File: src/rtl/lmu_interpret_seq.sv
// Sequential LMU interpreter: scans NUM_LQ logical qubits LANES per cycle and emits the corrected measurement.
// Optional anticommute counter output enabled by defining LMU_ANTICOMM_CNT_EN.
module lmu_interpret_seq #(
   parameter int NUM_LQ = 8,
   parameter int LANES  = 2,
   parameter int CNT_W  = $clog2(NUM_LQ + 1)
) (
   input  logic                  clk,
   input  logic                  rst_n,
   input  logic                  in_valid,
   output logic                  in_ready,
   input  logic [2*NUM_LQ-1:0]   lpplist,
   input  logic [2*NUM_LQ-1:0]   byproduct,
   input  logic                  byproduct_check,
   input  logic                  byproduct_upd,
   input  logic                  meas_sign,
   input  logic                  init_meas,
   input  logic [NUM_LQ-1:0]     lqsignX_acc,
   input  logic [NUM_LQ-1:0]     lqsignZ_acc,
   output logic                  out_valid,
   input  logic                  out_ready,
   output logic                  final_meas,
   output logic [2*NUM_LQ-1:0]   byproduct_reg,
   input  logic                  a_valid,
   input  logic                  a_val,
   input  logic                  a_sign_load,
   input  logic                  a_sign,
   input  logic                  a_clear,
`ifdef LMU_ANTICOMM_CNT_EN
   output logic [CNT_W-1:0]      anticomm_cnt,
`endif
   output logic [1:0]            measfb_xorz
);

   localparam logic [1:0] PP_I = 2'b00;
   localparam logic [1:0] PP_X = 2'b01;
   localparam logic [1:0] PP_Z = 2'b10;
   localparam logic [1:0] PP_Y = 2'b11;
   localparam logic [1:0] FBXORZ_INVALID = 2'b00;
   localparam logic [1:0] FBXORZ_X       = 2'b01;
   localparam logic [1:0] FBXORZ_Z       = 2'b10;
   localparam logic       MEASSIGN_PLUS  = 1'b0;
   localparam logic       MEASSIGN_MINUS = 1'b1;
   localparam int unsigned NUM_LQ_U = NUM_LQ;
   localparam int unsigned LANES_U  = LANES;

   typedef enum logic [1:0] {S_IDLE, S_SCAN, S_DONE} state_e;

   state_e                state_q, state_d;
   logic [CNT_W-1:0]      idx_q, idx_d;
   logic [2*NUM_LQ-1:0]   lpp_q, lpp_d, bp_q, bp_d, bpreg_q, bpreg_d;
   logic [NUM_LQ-1:0]     sx_q, sx_d, sz_q, sz_d;
   logic                  chk_q, chk_d, upd_q, upd_d, msign_q, msign_d, init_q, init_d;
   logic                  nc_q, nc_d, sgn_q, sgn_d;
   logic                  out_valid_q, out_valid_d, final_q, final_d;
   logic                  a_taken_q, a_taken_d, a_sign_q, a_sign_d;
   logic [1:0]            fb_q, fb_d;
   logic [NUM_LQ-1:0]     anti_vec, sgn_vec, lane_en;
   logic                  last_lane;
`ifdef LMU_ANTICOMM_CNT_EN
   logic [CNT_W-1:0]      cnt_q, cnt_d, acnt_q, acnt_d;
   int unsigned           cnt_sum;
`endif

   // Per-qubit anticommute and sign contributions from the captured request.
   for (genvar g = 0; g < NUM_LQ; g++) begin : g_qubit
      localparam int unsigned GU = g;
      logic [1:0] lpp, bpp;
      assign lpp = lpp_q[2*g +: 2];
      assign bpp = bp_q[2*g +: 2];
      assign anti_vec[g] = (lpp != bpp) && (lpp != PP_I) && (bpp != PP_I);
      assign sgn_vec[g]  = (lpp == PP_X) ? sx_q[g] :
                           (lpp == PP_Z) ? sz_q[g] :
                           (lpp == PP_Y) ? (sx_q[g] ^ sz_q[g]) : 1'b0;
      assign lane_en[g]  = (GU >= 32'(idx_q)) && (GU < 32'(idx_q) + LANES_U);
   end

   assign last_lane = (32'(idx_q) + LANES_U) >= NUM_LQ_U;

   always_comb begin
      state_d     = state_q;
      idx_d       = idx_q;
      lpp_d       = lpp_q;
      bp_d        = bp_q;
      sx_d        = sx_q;
      sz_d        = sz_q;
      chk_d       = chk_q;
      upd_d       = upd_q;
      msign_d     = msign_q;
      init_d      = init_q;
      nc_d        = nc_q;
      sgn_d       = sgn_q;
      out_valid_d = out_valid_q;
      final_d     = final_q;
      bpreg_d     = bpreg_q;
`ifdef LMU_ANTICOMM_CNT_EN
      cnt_d       = cnt_q;
      acnt_d      = acnt_q;
      cnt_sum     = 32'(cnt_q) + 32'($countones(anti_vec & lane_en));
`endif
      unique case (state_q)
         S_IDLE: begin
            if (in_valid) begin
               lpp_d   = lpplist;
               bp_d    = byproduct;
               sx_d    = lqsignX_acc;
               sz_d    = lqsignZ_acc;
               chk_d   = byproduct_check;
               upd_d   = byproduct_upd;
               msign_d = meas_sign;
               init_d  = init_meas;
               nc_d    = 1'b0;
               sgn_d   = 1'b0;
               idx_d   = '0;
`ifdef LMU_ANTICOMM_CNT_EN
               cnt_d   = '0;
`endif
               state_d = S_SCAN;
            end
         end
         S_SCAN: begin
            nc_d  = nc_q ^ (^(anti_vec & lane_en));
            sgn_d = sgn_q ^ (^(sgn_vec & lane_en));
`ifdef LMU_ANTICOMM_CNT_EN
            cnt_d = (cnt_sum > NUM_LQ_U) ? CNT_W'(NUM_LQ) : CNT_W'(cnt_sum);
`endif
            // The last scan cycle also performs the DONE-entry work so out_valid rises with the state change.
            if (last_lane) begin
               state_d     = S_DONE;
               out_valid_d = 1'b1;
               final_d     = (nc_d & chk_q) ^ sgn_d ^ msign_q ^ init_q;
               if (upd_q) bpreg_d = bpreg_q ^ bp_q;
`ifdef LMU_ANTICOMM_CNT_EN
               acnt_d      = cnt_d;
`endif
            end else begin
               idx_d = idx_q + CNT_W'(LANES);
            end
         end
         S_DONE: begin
            if (out_ready) begin
               out_valid_d = 1'b0;
               state_d     = S_IDLE;
            end
         end
         default: state_d = S_IDLE;
      endcase
   end

   always_comb begin
      a_taken_d = a_taken_q;
      a_sign_d  = a_sign_load ? a_sign : a_sign_q;
      fb_d      = FBXORZ_INVALID;
      if (a_clear) begin
         a_taken_d = 1'b0;
      end else if (a_valid && !a_taken_q) begin
         a_taken_d = 1'b1;
         fb_d      = (a_val != (a_sign_q == MEASSIGN_MINUS)) ? FBXORZ_X : FBXORZ_Z;
      end
   end

   always_ff @(posedge clk or negedge rst_n) begin
      if (!rst_n) begin
         state_q     <= S_IDLE;
         idx_q       <= '0;
         lpp_q       <= '0;
         bp_q        <= '0;
         sx_q        <= '0;
         sz_q        <= '0;
         chk_q       <= 1'b0;
         upd_q       <= 1'b0;
         msign_q     <= 1'b0;
         init_q      <= 1'b0;
         nc_q        <= 1'b0;
         sgn_q       <= 1'b0;
         out_valid_q <= 1'b0;
         final_q     <= 1'b0;
         bpreg_q     <= '0;
         a_taken_q   <= 1'b0;
         a_sign_q    <= MEASSIGN_PLUS;
         fb_q        <= FBXORZ_INVALID;
`ifdef LMU_ANTICOMM_CNT_EN
         cnt_q       <= '0;
         acnt_q      <= '0;
`endif
      end else begin
         state_q     <= state_d;
         idx_q       <= idx_d;
         lpp_q       <= lpp_d;
         bp_q        <= bp_d;
         sx_q        <= sx_d;
         sz_q        <= sz_d;
         chk_q       <= chk_d;
         upd_q       <= upd_d;
         msign_q     <= msign_d;
         init_q      <= init_d;
         nc_q        <= nc_d;
         sgn_q       <= sgn_d;
         out_valid_q <= out_valid_d;
         final_q     <= final_d;
         bpreg_q     <= bpreg_d;
         a_taken_q   <= a_taken_d;
         a_sign_q    <= a_sign_d;
         fb_q        <= fb_d;
`ifdef LMU_ANTICOMM_CNT_EN
         cnt_q       <= cnt_d;
         acnt_q      <= acnt_d;
`endif
      end
   end

   assign in_ready      = (state_q == S_IDLE);
   assign out_valid     = out_valid_q;
   assign final_meas    = final_q;
   assign byproduct_reg = bpreg_q;
   assign measfb_xorz   = fb_q;
`ifdef LMU_ANTICOMM_CNT_EN
   assign anticomm_cnt  = acnt_q;
`endif

endmodule

File: config.mk
export PLATFORM = sky130hd
export DESIGN_NAME = lmu_interpret_seq
export DESIGN_NICKNAME = d
export VERILOG_FILES = /design/src/rtl/lmu_interpret_seq.sv
export SDC_FILE = /design/constraint.sdc
export NUM_CORES = 1
export LEC_CHECK = 0
export ABC_CLOCK_PERIOD_IN_PS = 3000
export CORE_MARGIN = 1
export CORE_UTILIZATION = 45
export CTS_CLUSTER_DIAMETER = 120
export DETAILED_ROUTE_END_ITERATION = 10
export PLACE_DENSITY_LB_ADDON = 0.3
export REMOVE_ABC_BUFFERS = 1
export SLEW_MARGIN = 20
export SYNTH_ARGS = -nofsm -noshare
export SYNTH_HDL_FRONTEND = slang
export SYNTH_SLANG_ARGS = --single-unit
export TNS_END_PERCENT = 100
File: constraint.sdc
create_clock -name clk -period 3 [get_ports clk]
set_clock_uncertainty 0.1 [all_clocks]
set_input_delay 0.6 -clock clk [delete_from_list [all_inputs] [get_ports clk]]
set_output_delay 0.6 -clock clk [all_outputs]
set_load 0.01 [all_outputs]
Yosys cells after proc, flatten, opt, wreduce, memory -nomap -nowiden
Index checks and enable logic that the tools add are counted.

Output and inout port bits: 21. Logic and storage cells: 190. Flip-flop bits (word level): 82. Bits in read-only memories: 0. Bits in writable memories: 0. Memories: 0. Latch bits: 0. Bits of input ports: 61.

Reductions and logical operators: 55. Div/mod/pow operators: 0. $add $sub $neg: 2. Bitwise operators: 17. Equal/unequal tests: 39. Multiplexer cells: 42. Shift operators: 0. Magnitude comparators: 17. Multipliers: 0.

Operators by type and width (number): < comparator 3 x 32 -> 1 bit (first input constant) (4); < comparator 1 x 32 -> 1 bit (first input constant) (2); < comparator 2 x 32 -> 1 bit (first input constant) (2); nonzero test 2 bit (19); equality test 2 bit (second input constant) (17); two-way mux 1 bit (29); logical AND 1 bit (25); equality test 2 x 1 -> 1 bit (second input constant) (9); AND 8 bit (2); >= comparator 3 x 4 -> 1 bit (first input constant) (4); inequality test 2 bit (8); parity 8 bit (2); bitwise XOR 16 bit (1); bitwise XOR 1 bit (13); two-way mux 2 bit (6); AND reduction 3 bit (4); >= comparator 1 x 4 -> 1 bit (first input constant) (2); >= comparator 2 x 4 -> 1 bit (first input constant) (2); two-way mux 4 bit (2); inequality test 2 bit (second input constant) (4); case mux 4 bit (2 select lines) (1); case mux 1 bit (2 select lines) (3); case mux 2 bit (3 select lines) (1); AND reduction 2 bit (3); 7 further kinds (7).

Depth between registers and ports, before layout
Depth after elaboration: 10. Mapped depth: 10. Depth with buffers taken out: 10.

Worst setup path after synthesis
Ideal clock, no wire load.

Kind: register to register. Start: register idx_q[1]. End: register final_q (netlist: final_meas). Library setup time: 0.066 ns. Path buffers: 0. Required time: 2.834 ns. Arrival time: 2.240 ns. Path slack: 0.594 ns. Cell stages (with the launch flop): 11. Period minus slack after synthesis: 2.406 ns. Cell sequence: dfrtp_1 > inv_1 > ha_1 > nor2_1 > o22ai_1 > nor2b_1 > nand2_1 > xnor3_2 > xnor3_1 > a211o_1 > nand3_2.

Longest elaborated chain between the ends: 10. Elaborated cells between the ends (all ways): 37. Classes of those cells: add/sub (1); order compare (17); bitwise (8); reduce/logical (11).

Ends and longest elaborated chain: start, declared (line 50) `logic [CNT_W-1:0] idx_q, idx_d;`; start signal, assigned (line 188) `idx_q <= idx_d;`; adder 4 x 2 -> 5 bit (line 75, 78); < comparator 1 x 32 -> 1 bit, or another cell as far along (line 75) `assign lane_en[g] = (GU >= 32'(idx_q)) && (GU < 32'(idx_q) + LANES_U);`; logical AND 1 bit (line 75); AND 8 bit (line 122) `nc_d = nc_q ^ (^(anti_vec & lane_en));`; parity 8 bit (line 122); bitwise XOR 1 bit (line 122); AND 1 bit (line 131) `final_d = (nc_d & chk_q) ^ sgn_d ^ msign_q ^ init_q;`; bitwise XOR 1 bit (3 in a row) (line 131); end signal, assigned (line 200) `final_q <= final_d;`; end, declared (line 55) `logic out_valid_q, out_valid_d, final_q, final_d;`.

Parallel ways exist; a longest one is shown, timed or not. A chain may end at the register's enable or synchronous reset.

Final worst setup path
Same ends and word-level chain as after synthesis.

==> results.yml <==
die:
  rows: 32
  die_y_um: 92.0
  ios: 82
  die_area_sq_um: 8470
  start_util_pct: 47.0
  die_w_um: 92.0
  core_area_sq_um: 7770
global_routing:
  grt_pass1_vias: 2847
  grtUsageMet1_pct: 23.6
  top_usage_layer: "met2"
  grt_util_all_layers_pct: 19.0
  overflow: 0
  grtUsageMet2_pct: 31.8
  grt_pass1_wl_mm: 12.5
  antenna_found_initial: 0
  met3_usage_pct: 3.73
  grt_start_max_net_pins: 43
route:
  wl_per_cell_um: 12.4
  avgViaCountPerCell: 4.72
  drt_pre_antenna_iters: 4
  vias: 2800
  drt-total-wl_mm: 7.36
  drc: 0
  ant_nets: 0
  drtIter0Drc: 137
timing:
  fmax_mhz: 388
  fin_crit_sh_pct: 86.0
  period_needed_ns: 2.58
  tns_ns: 0
  whs_ns: 0.120
  grt_setup_unrepaired: "no"
  worstMarginPinSlew_ns: 0.750
  slew-limit-headroom_pct: 50.0
  setup_viol: 0
  layout_setup_ws_ns: 0.419
  hold_viol_final: 0
  drv_slew: 0
placed_design:
  gp_congestion: 0.745
  dp_hpwl_mm: 5.32
  dp_cells: 578
  dp_slack_ns: 0.448
  portBuffers: 81
cells_and_area:
  synthToLayoutAreaGrowth_pct: 31.6
  antenna_cells: 0
  nets: 550
  n_fill_cell: 696
  drive_above_1_share_pct: 5.91
  final_cells: 593
critical_path:
  cp-end-kind: "flip-flop"
  path_delay_family: "XOR/XNOR gates"
  start_kind: "flip-flop"
  crit_buf_inv: 1
  reg2regPathDepth: 10
  cp_data_arrival_time_ns: 2.76
  required_ns: 3.18
  timing.rr.start: "idx_q[1]$_DFFE_PN0P_"
  crit_chain: "inv_1, ha_1, nor2_1, o22ai_1, nor2b_1, nand2_1, xnor3_2, xnor3_1, a211o_1, nand3_2"
  critPathKind: "reg2reg"
  cpPeakStageDelay_ns: 0.44
  slowest_stage: "dfrtp_1"
  r2r_slack_ns: 0.42
  r2r_end: "final_meas$_DFFE_PN0P_"
  crit_fanout: 6
clock_tree:
  cts_buffers: 9
  cts.clk_slew.worst_paths_ns: 0.08
  holdBufCountCts: 0
  cts-resized-gates: 0
  cts_root_buf: "clkbuf_8"
  tritoncts: "built"
  postCtsSetupRepairBufs: 0
  insertion_delay_ns: 0.35
  clock_sinks: 81
  ctsHtreeMaxLevel: 3
  cts.path.max_buffers: 2
synth:
  netlist.area_leader.share_pct: 55.6
  yosysUniqueCellTypes: 35
  ys_warn_count: 0
  ys_ff_latch: 81
  ys_seq_area_share_pct: 55.6
  syn_inst: 405
  syn_area_sq_um: 3650
  synth.top_cells.by_area: "dfrtp_1 (56%), nand2_1 (22%), xnor2_1 (8.6%)"
  syn_area_per_cell_sq_um: 9.01
  synth_top_area_cell: "dfrtp_1"
power_and_ir_drop:
  power_density_nw_per_um2: 1030
  power_leakage_nw: 2.27
  vdd_drop_max_uv: 369
hold_path:
  min_path_type: "in2async"
flow_run:
  drv_cap: 0
status:
  status: "completed"
-- worst register-to-register path: cells and delay by family (launching register included) --
family,cells,cell delay [ns]
AO/OA/AOI/OAI,2,0.37
XOR/XNOR,2,0.81
adder cells (fa/ha/maj),1,0.31
buffers and inverters,1,0.09
flip-flops,1,0.44
AND/OR/NAND/NOR,4,0.40
-- layout make-up --
cell class | count | area, sq um | share of cell area (%)
clock buffer | 12 | 145 | 3.02
sequential | 81 | 2030 | 42.2
inverter | 4 | 15.0 | 0.313
tap | 102 | 128 | 2.66
timing repair buffer | 85 | 863 | 18.0
multi-input combinational | 306 | 1560 | 32.4
clock inverter | 3 | 65.1 | 1.36
-- Yosys cell counts --
cell,number
o21ai_1,1
a211o_1,1
nor4b_1,1
clkbuf_1,12
o22ai_1,1
and3_1,1
nor2b_1,1
nor3_1,1
or2_1,1
and2_4,1
inv_1,2
nand2_1,214
inv_2,2
a21oi_1,1
xor2_2,1
nand3_2,1
nand2b_1,4
nand4_1,1
xnor3_1,2
nand3_1,4
o21ai_0,4
buf_1,2
xnor2_1,36
xnor2_2,1
dfrtp_1,81
or3_1,1
and2_1,2
xnor3_2,1
o211ai_1,1
nor4bb_1,1
nand2_2,1
xor2_1,8
mux2_2,1
ha_1,2
nor2_1,10
-- through the flow --
| step | area, sq um | util, % | total power [W] |
|---|---|---|---|
| after global routing | 4800 | 61.8 | 0.00533 |
| after CTS | 4800 | 61.8 | 0.00499 |
| after global placement | 4590 | 59.1 | 0.00404 |
| after floorplan | 3600 | - | 0.00338 |
| after detailed placement | 4590 | 59.1 | 0.00412 |
| final | 4800 | 61.8 | 0.00493 |
-- kinds of logic after synthesis --
kind of cell | after synthesis | synth area share (%)
simple gates | 245 | 26.8
flops | 81 | 55.6
xor+xnor | 49 | 13.3
buf+inv | 18 | 1.85
compound gates | 9 | 1.44
fa+ha+maj | 2 | 0.686
mux | 1 | 0.309
-- per-layer routing --
metal  vias up  wire length (um)
met5         -                 0
met4         0               147
met3        14               357
met2        73              3590
met1      1314              3270
li1       1399                 -
-- report_power, final --
part | internal, W | switching, W | leakage, nW
logic | 0.00111 | 0.00103 | 1.14
clock network | 0.000487 | 0.000370 | 0.106
registers | 0.00158 | 0.000348 | 1.02
-- placed cells by master (no fill, tap or decap), types with 2 or more instances in the layout --
cell type,synthesis,final
nand2_1,214,213
dfrtp_1,81,81
clkdlybuf4s50_1,0,80
xnor2_1,36,36
nor2_1,10,10
clkbuf_8,0,10
xor2_1,8,8
nand2b_1,4,4
nand3_1,4,4
o21ai_0,4,4
buf_4,0,3
inv_1,2,2
inv_2,2,2
nand2_2,1,2
xnor3_1,2,2
ha_1,2,2
clkbuf_1,12,2
bufinv_16,0,2
buf_12,0,2
-- how the worst max path moves through the flow --
| stage | startpoint | endpoint | slack (ns) | cells after the start |
|---|---|---|---|---|
| final | idx_q[1]$_DFFE_PN0P_ | final_meas$_DFFE_PN0P_ | 0.42 | 10 |
| after global routing | idx_q[1]$_DFFE_PN0P_ | final_meas$_DFFE_PN0P_ | 0.24 | 10 |
| after CTS | idx_q[1]$_DFFE_PN0P_ | final_meas$_DFFE_PN0P_ | 0.42 | 10 |
| after detailed placement | idx_q[1]$_DFFE_PN0P_ | final_meas$_DFFE_PN0P_ | 0.45 | 10 |
| after global placement | idx_q[1]$_DFFE_PN0P_ | final_meas$_DFFE_PN0P_ | 0.53 | 10 |
| after floorplan | idx_q[1]$_DFFE_PN0P_ | final_meas$_DFFE_PN0P_ | 0.59 | 10 |
(Power assumes the default switching activity.)
==> RTL change 1: new RTL, same flow settings <==
The option `LMU_ANTICOMM_CNT_EN` is turned on by a define.
--- a/src/rtl/lmu_interpret_seq.sv
+++ b/src/rtl/lmu_interpret_seq.sv
@@ -2,2 +2,4 @@
 // Optional anticommute counter output enabled by defining LMU_ANTICOMM_CNT_EN.
+`define LMU_ANTICOMM_CNT_EN
+
 module lmu_interpret_seq #(
Formal check against the unedited RTL (old outputs only; new: anticomm_cnt): equivalent (Yosys induction, for registers that start in step).
==> RTL change 1 against the original RTL <==
  * Largest power group unchanged
  * The run now ends with negative setup slack left
  * Synthesized area increased by 15%
  * Total power increased by 28%
  * Sequential cell count is 8 higher
  * Setup slack lost 1.9 ns
  * Final area rose by 21%
  * Wire length up 27%
  * Critical endpoint is now anticomm_cnt[0]
  * Highest routed layer unchanged
  * Global-route usage increased by 1.6 points
==> RTL change 1: results <==
[critical_path]
cpPeakStageDelay_ns = 0.49
path_delay_family = adder cells
cp_slowest_cell = fa_1
worstPathMaxFanout = 5

[power_and_ir_drop]
cellPowerDensity_nw_per_um2 = 1090
vdd.ir_drop.worst_uv = 534
seq_power_share = 0.327
pg_comb_mw = 3.32
internal_power_mw = 3.97
total_leakage_power_nw = 2.81

[sta]
worst_hold_slack_ns = 0.103
final_critical_path_setup_slack_ns = -1.50
max-slew-margin-rel = 0.625
setup_viol = 8

[clocking]
tritoncts.num_buffers = 9
insertion_delay_ns = 0.35
cts.reportedPaths.clkPinSlew_ns = 0.09
cts_root_buffer = clkbuf_8
ctsHtreeMaxLevel = 3
clock_tree.buffer_depth = 2

[synth]
async_reset_ff_frac = 1.00
seq_area_frac_synth = 0.530
most_instantiated_cells_after_synthesis = nand2_1 (226), dfrtp_1 (89), xnor2_1 (34)
ys_warn_count = 0
netlist_top_cells_area = dfrtp_1 (53%), nand2_1 (20%), xnor2_1 (7.1%), xor2_1 (2.5%), fa_1 (2.4%)
number_of_distinct_library_cells_after_synthesis = 33

[global_routing]
grt_pass1_vias = 3461
antenna_found_initial = 0
gr-usage-all-layers = 0.206
grt_max_degree = 55
grt_pass1_wl_um = 15900

[detailed_routing]
firstDrtPassIters = 4
detail_route.vias_per_cell = 4.81
postRouteWirelength_um = 9320
detailedRoute.firstIterationViolations = 112

[outcome]
failing_checks = negative setup slack
outcome = complete, but fails checks

[placed_design]
place_congestion = 0.833
port_buffers = 85
dp_hpwl_um = 6770

[layout]
n_antenna_cell = 0
fillCellCount = 742
drive_gt1_frac = 0.138
num-nets-final = 663

[worst_hold_path]
type_of_the_most_critical_hold_path = in -> async
==> RTL change 1: layout make-up <==
type,instances,share of cell area
clock buffer,12,0.0250
clock inverter,4,0.0132
inverter,9,0.00583
multi-input combinational,349,0.338
sequential,89,0.384
tap,108,0.0233
timing repair buffer,131,0.211
==> RTL change 1: metal layers <==
layer	share of wire	global-route usage	vias up	routed length (um)
li1	-	-	1680	-
met1	0.45	0.261	1606	4230
met2	0.50	0.363	78	4630
met3	0.037	0.0390	13	349
met4	0.012	0.0540	0	113
met5	0	0	-	0
==> RTL change 1: final timing paths <==
kind                       startpoint                 to
max                          idx_q[1]    anticomm_cnt[0]
min                             rst_n  byproduct_reg[12]
max reg2reg                  idx_q[1]    anticomm_cnt[0]
min reg2reg                 a_taken_q     measfb_xorz[1]
max in group asynchronous       rst_n           lpp_q[4]
min in group clk            a_taken_q     measfb_xorz[1]
==> RTL change 1: repair_timing <==
action                                  in CTS  in global routing
resized for setup                           20                  5
endpoints found under the setup margin       8                  8
pin swaps                                   12                  7
buffers inserted                             4                  1
gates cloned                                 0                  0
==> RTL change 1: cells by family after synthesis <==
family / after synthesis / share of synthesized area
simple gates: 262 / 0.249
flops: 89 / 0.530
xor+xnor: 50 / 0.118
buf+inv: 24 / 0.0217
compound gates: 22 / 0.0292
fa+ha+maj: 13 / 0.0476
mux: 2 / 0.00506
==> RTL change 1: per-stage QoR <==
step,instance area [um^2],instances,setup slack (ns),setup TNS (ns),utilization
after floorplan,4150,447,-1.70,-13.45,-
after global placement,5470,681,-1.55,-12.27,0.615
after detailed placement,5470,681,-1.79,-14.00,0.615
after CTS,5770,701,-1.59,-12.44,0.649
after global routing,5800,702,-1.65,-13.04,0.652
final,5800,702,-1.50,-11.88,0.652
==> RTL change 2: new RTL, same settings <==
Made on the original files. Encoding of `state_e`: now one-hot (3 bits for 3 states).
--- a/src/rtl/lmu_interpret_seq.sv
+++ b/src/rtl/lmu_interpret_seq.sv
@@ -46,3 +46,3 @@
 
-   typedef enum logic [1:0] {S_IDLE, S_SCAN, S_DONE} state_e;
+   typedef enum logic [2:0] {S_IDLE = 3'b001, S_SCAN = 3'b010, S_DONE = 3'b100} state_e;
 
Behaviour: same outputs for any inputs over 10 cycles, from zero or initial values and one cycle with rst_n low; not proved beyond that.
==> RTL change 2 against the original RTL <==
  * Sequential power decreased by 6%
  * Critical endpoint is now in_ready
  * Sequential cell count increased by 1
  * Total power decreased by 7.0%
  * Highest routed layer unchanged
  * Setup slack improved by 0.026 ns
  * Wire length increased by 1.2%
  * Final area increased by 1.2%
  * Synthesized area increased by 1.4%
  * Sequential share of layout area increased by 0.052 points
  * Clock power increased by 5.0%
==> RTL change 2: results <==
[outcome]
outcome = finished, final reports clean

[global_routing]
grt_util_met1 = 0.240
grt_pass1_vias = 2929
gr-usage-all-layers = 0.193
grt_pass1_wl_um = 12900

[critical_path]
path_delay_family = buffers and inverters
cp.arrival_ns = 1.85
cp_slowest_cell = clkdlybuf4s50_1
regToRegSetupSlack_ns = 0.53
cpPeakStageDelay_ns = 0.61

[synth]
seq_area_frac_synth = 0.555
synth_xor_xnor_area_share = 0.127
synthesis.instances = 411
most_instantiated_cells_after_synthesis = nand2_1 (212), dfrtp_1 (81), xnor2_1 (39), clkbuf_1 (14)
yosys.area_share.adder = 0.00676

[detailed_routing]
wl_met2_um = 3530
vias = 2818
detail_route.vias_per_cell = 4.70
detailedRoute.firstIterationViolations = 112

[placed_design]
place_inst = 583
dp_hpwl_um = 5370
place_ws_ns = 0.548

[sta]
max_freq_ghz = 0.392
max-slew-margin-rel = 0.516

[layout]
num-nets-final = 555
drive_gt1_frac = 0.0543
RTL change 2: cell type report:
type / instances / area [um^2] / share of cell area
clock buffers: 12 / 155 / 0.0319
repair buffers: 85 / 855 / 0.176
flip-flops and latches: 82 / 2050 / 0.423
clock inverters: 4 / 73.8 / 0.0152
inverters: 4 / 15.0 / 0.00309
well taps: 102 / 128 / 0.0263
multi-input cells: 310 / 1580 / 0.325
RTL change 2: worst paths after layout:
check / from / end / cells after the start
worst max register to register: idx_q[2] / final_meas / 9
worst min register to register: byproduct_reg[9] / byproduct_reg[9] / 1
worst min-delay path: rst_n / byproduct_reg[12] / 1
min in group clk: byproduct_reg[9] / byproduct_reg[9] / 1
worst max-delay path: state_q[0] / in_ready / 2
max in group asynchronous: rst_n / upd_q / 1
RTL change 2: power by group:
part	switching [mW]	internal (mW)	total (mW)
Combinational	0.951	0.922	1.87
Clock	0.384	0.515	0.899
Sequential	0.294	1.52	1.82
Total	1.63	2.96	4.59
